==> src/rtl/sap_control_sequencer.sv <==
// sap_control_sequencer: T-state micro-sequencer that drives the adder/accumulator control word
module sap_control_sequencer (
    input  logic       clk,
    input  logic       rst,
    input  logic       i_instr_valid,
    output logic       o_instr_ready,
    input  logic [2:0] i_opcode,
    input  logic [7:0] i_operand,
    output logic       o_bus_oe,
    output logic [7:0] o_bus_data,
    output logic       o_nla,
    output logic       o_nlb,
    output logic       o_ea,
    output logic       o_eu,
    output logic       o_sub,
    input  logic [7:0] i_acc_in,
    input  logic       i_cf_in,
    input  logic       i_zf_in,
    output logic       o_carry,
    output logic       o_zero,
    output logic [7:0] o_out_data,
    output logic       o_out_valid,
    output logic       o_done,
    output logic       o_halted,
    output logic       o_err
);
    localparam logic [2:0] OP_LDA = 3'd1;
    localparam logic [2:0] OP_LDB = 3'd2;
    localparam logic [2:0] OP_ADD = 3'd3;
    localparam logic [2:0] OP_SUB = 3'd4;
    localparam logic [2:0] OP_OUT = 3'd5;
    localparam logic [2:0] OP_HLT = 3'd6;
    localparam logic [2:0] OP_ILL = 3'd7;

    typedef enum logic [2:0] {IDLE, EX1, EX2, DONE, HALT} state_t;

    state_t     r_state, w_next;
    logic [2:0] r_op;
    logic       w_accept, w_is_alu;
    logic       w_bus_oe, w_nla, w_nlb, w_ea, w_eu, w_sub;
    logic [7:0] w_bus_data;

    // Every output is registered, so the word for EX1 is computed from the opcode being accepted
    // and the word for every other state is the idle word.
    assign w_accept = (r_state == IDLE) && i_instr_valid;
    assign w_is_alu = (r_op == OP_ADD) || (r_op == OP_SUB);

    // Next state and the control word that will be presented in that next state
    always_comb begin
        w_next     = r_state;
        w_bus_oe   = 1'b0;
        w_bus_data = 8'h00;
        w_nla      = 1'b1;
        w_nlb      = 1'b1;
        w_ea       = 1'b0;
        w_eu       = 1'b0;
        w_sub      = 1'b0;
        case (r_state)
            IDLE: if (w_accept) begin
                w_next     = EX1;
                w_bus_oe   = (i_opcode == OP_LDA) || (i_opcode == OP_LDB);
                w_bus_data = w_bus_oe ? i_operand : 8'h00;
                w_nla      = !((i_opcode == OP_LDA) || (i_opcode == OP_ADD) || (i_opcode == OP_SUB));
                w_nlb      = i_opcode != OP_LDB;
                w_ea       = i_opcode == OP_OUT;
                w_eu       = (i_opcode == OP_ADD) || (i_opcode == OP_SUB);
                w_sub      = i_opcode == OP_SUB;
            end
            EX1:     w_next = w_is_alu ? EX2 : (r_op == OP_HLT) ? HALT : DONE;
            EX2:     w_next = DONE;
            DONE:    w_next = IDLE;
            default: w_next = HALT;
        endcase
    end

    // State, registered control word, status flags and captured datapath values
    always_ff @(posedge clk or posedge rst) begin
        if (rst) begin
            r_state       <= IDLE;
            r_op          <= 3'd0;
            o_instr_ready <= 1'b1;
            o_bus_oe      <= 1'b0;
            o_bus_data    <= 8'h00;
            o_nla         <= 1'b1;
            o_nlb         <= 1'b1;
            o_ea          <= 1'b0;
            o_eu          <= 1'b0;
            o_sub         <= 1'b0;
            o_carry       <= 1'b0;
            o_zero        <= 1'b0;
            o_out_data    <= 8'h00;
            o_out_valid   <= 1'b0;
            o_done        <= 1'b0;
            o_halted      <= 1'b0;
            o_err         <= 1'b0;
        end else begin
            r_state       <= w_next;
            o_instr_ready <= w_next == IDLE;
            o_bus_oe      <= w_bus_oe;
            o_bus_data    <= w_bus_data;
            o_nla         <= w_nla;
            o_nlb         <= w_nlb;
            o_ea          <= w_ea;
            o_eu          <= w_eu;
            o_sub         <= w_sub;
            o_done        <= w_next == DONE;
            o_halted      <= w_next == HALT;
            o_out_valid   <= (r_state == EX1) && (r_op == OP_OUT);
            if (w_accept)
                r_op <= i_opcode;
            if ((r_state == EX1) && (r_op == OP_OUT))
                o_out_data <= i_acc_in;
            if ((r_state == EX1) && (r_op == OP_ILL))
                o_err <= 1'b1;
            if (r_state == EX2) begin
                o_carry <= i_cf_in;
                o_zero  <= i_zf_in;
            end
        end
    end
endmodule
==> config.mk <==
export PLATFORM = sky130hd
export DESIGN_NAME = sap_control_sequencer
export DESIGN_NICKNAME = d
export VERILOG_FILES = /design/src/rtl/sap_control_sequencer.sv
export SDC_FILE = /design/constraint.sdc
export NUM_CORES = 1
export LEC_CHECK = 0
export BUFFER_PORTS_ARGS = -buffer_cell sky130_fd_sc_hd__buf_2
export CORE_AREA = 4 4 59 61
export CTS_BUF_LIST = sky130_fd_sc_hd__clkbuf_4 sky130_fd_sc_hd__clkbuf_8 sky130_fd_sc_hd__clkbuf_16
export DETAILED_ROUTE_END_ITERATION = 8
export DIE_AREA = 0 0 63 65
export PLACE_DENSITY = 0.86
export REMOVE_ABC_BUFFERS = 1
export SYNTH_ARGS = -nofsm -noshare
export SYNTH_HDL_FRONTEND = slang
export SYNTH_SLANG_ARGS = --single-unit
==> constraint.sdc <==
create_clock -name clk -period 2 [get_ports clk]
set_input_delay 0.4 -clock clk [delete_from_list [all_inputs] [get_ports clk]]
set_output_delay 0.4 -clock clk [all_outputs]
set_load 0.02 [all_outputs]
==> flow_summary.ini <==
[power_and_ir_drop]
p_leak_uw = 0.000902
vdd_drop_max_mv = 0.456
cellPowerDensity_nw_per_um2 = 1260

[clock_network]
ctsResizeCount = 0
clk_pin_slew_ns = 0.10
clockRootBuffer = clkbuf_4
insertion_delay_ns = 0.33
cts_tree = built
postCtsSetupRepairBufs = 0
cts_inserted_buffers = 5
cts_hold_buffers = 0
h-tree-depth = 2
cts_buffer_depth = 2
clock_sinks = 35

[synth]
synth_ff_type = dfrtp_1
yosysUniqueCellTypes = 27
synthCells = 101
yosys.area_share.xor_xnor = 0.00665
synth_top_area_frac = 0.608
synth_edf_count = 0
yosys.area.top_type = dfrtp_1
syn_avg_cell_area_um2 = 13.0
yosys.area_share.simple = 0.180
synth_seq_area_share = 0.668
synth_compound_area_frac = 0.0447
synth_top_family_by_area = simple AND/OR/NAND/NOR gates
syn_area_um2 = 1320
synth_seq_cells = 35
synth_area_leaders = dfrtp_1 (61%), mux2_2 (8.6%), dfstp_2 (6.0%), and2_1 (3.8%), nand2_1 (3.1%)
synth_mux_area_frac = 0.0856
async_reset_ff_frac = 1.00
yosys_warnings = 0
synth_fa_ha_area_frac = 0

[floorplan]
ioPinCount = 53
die_area_um2 = 4100
core_um2 = 2980
start_util = 0.442
die_y_um = 65
num_rows = 20
die_w_um = 63

[sta]
fin_crit_sh = 0.863
rsz0062_at_grt = no
hold_viol = 0
skew_ns = 0.0125
fin_ws_ns = 0.273
drv_slew = 0
slew_headroom = 0.693
finalSetupTns_ns = 0
final-setup-viol-count = 0
worst_slew_pin_slew_ns = 0.457
max_freq_mhz = 579
final.min_clock_period_ns = 1.73

[route]
viasPerCell = 4.95
drc_errors = 0
dr.pass1.iters = 4
routed_wl_um = 2600
vias = 961
drt-initial-drc-count = 19
wl_per_cell_um = 13.4
ant_nets = 0

[setup_path]
crit_slowest_cell = or4b_1
crit_chain = or4b_1 -> nor3_4 -> and2_1
cpPeakStageDelay_ns = 0.70
crit_path_end_kind = flop
critPathMaxFanout = 9
cp-startpoint = r_state[2]
r2r-start = r_state[2]
cp.arrival_ns = 1.99
startpoint_type = flop
required_ns = 2.26
crit_type = flop to flop

[layout]
nNetsFinal = 184
design_area_um2 = 1680
syn2layout_area_growth_pct = 27.9
fillCellCount = 273
diodes = 0
drive_above_1_share = 0.478

[run]
drv_cap = 0

[min_path]
hold_path_class = input pin to asynchronous set/reset pin

[grt]
grt_max_degree = 36
overflow = 0
antenna_found_initial = 0
grt_pass1_wl_um = 4410
grt_pass1_vias = 976
grt.total_usage = 0.144

[outcome]
status = complete, no violations

[placement]
port_buffers = 52
hpwl_um = 2000
pre_cts_ws_ns = 0.294
gp_congestion = 0.684
post_dp_cell_area_um2 = 1620
-- cells in the final DEF (no fill, tap or decap), types with 2 or more instances in the layout --
| master | count |
|---|---|
| buf_2 | 52 |
| dfrtp_1 | 32 |
| nand2_1 | 11 |
| mux2_2 | 10 |
| and2_1 | 8 |
| clkbuf_4 | 8 |
| nor2_1 | 6 |
| o21ai_0 | 5 |
| inv_1 | 3 |
| a21oi_1 | 3 |
| dfstp_2 | 3 |
| nor4b_1 | 2 |
| nand2b_1 | 2 |
| buf_4 | 2 |
-- critical path, delay by kind of cell, from the launching register on --
family        cells  cell delay (ns)
simple gates      3             1.20
flops             1             0.46
-- routing by layer --
layer,track usage,vias up,wire length [um]
li1,-,459,-
met3,0.0485,6,176
met4,0.0826,0,56
met2,0.250,31,1430
met1,0.151,465,939
met5,0,-,0
-- cells by family (layout without fill, tap and decap cells) --
group	Yosys count	after routing
compound gates	10	10
xor+xnor	1	1
buf+inv	5	65
flops	35	35
mux	10	10
simple gates	40	40
-- power breakdown --
| part | leakage, uW | internal [uW] | total, uW | switching (uW) |
|---|---|---|---|---|
| sequential | 0.000439 | 908 | 1050 | 142 |
| combinational | 0.000426 | 282 | 684 | 402 |
| clock | 0.0000368 | 181 | 390 | 210 |
| total | 0.000902 | 1370 | 2130 | 754 |
-- layout make-up --
| class | instances | area, um2 | area share |
|---|---|---|---|
| clock buffer | 8 | 60.1 | 0.0357 |
| inverter | 3 | 11.3 | 0.00669 |
| multi-input combinational | 61 | 417 | 0.247 |
| sequential | 35 | 880 | 0.522 |
| tap | 33 | 41.3 | 0.0245 |
| timing repair buffer | 54 | 275 | 0.163 |
-- path summary, 6_finish.rpt --
path | end | slack, ns | cells after the start
worst max-delay path | o_bus_data[2] | 0.27 | 3
worst min-delay path | o_out_data[0] | 0.14 | 3
worst max register to register | o_bus_data[2] | 0.27 | 3
worst min register to register | o_out_data[5] | 0.51 | 1
max in group asynchronous | o_instr_ready | 1.52 | 3
min in group clk | o_bus_data[4] | 0.27 | 2
-- synth_stat cells (2+ instances only) --
master,instances
dfstp_2,3
mux2_2,10
and2_1,8
a21oi_1,3
inv_1,3
o21ai_0,5
dfrtp_1,32
nor4b_1,2
nand2b_1,2
nor2_1,6
nand2_1,11
-- stage by stage --
stage | instances | hold slack, ns | util | power (uW)
floorplan | 99 | 0.455 | - | 1490
global placement | 186 | 0.467 | 0.545 | 1710
global route | 194 | 0.172 | 0.566 | 2270
detailed placement | 186 | 0.487 | 0.545 | 1760
CTS | 194 | 0.147 | 0.566 | 2160
finish | 194 | 0.136 | 0.566 | 2130
-- registers in the layout (all words and copies together), names as in the netlist --
signal	flops
o_zero	1
o_bus_oe	1
o_nlb	1
o_eu	1
o_ea	1
o_carry	1
o_err	1
o_out_data	8
o_done	1
o_nla	1
o_halted	1
o_instr_ready	1
o_bus_data	8
r_op	3
o_out_valid	1
r_state	3
o_sub	1
No activity file was read; power rests on OpenSTA's default activity.
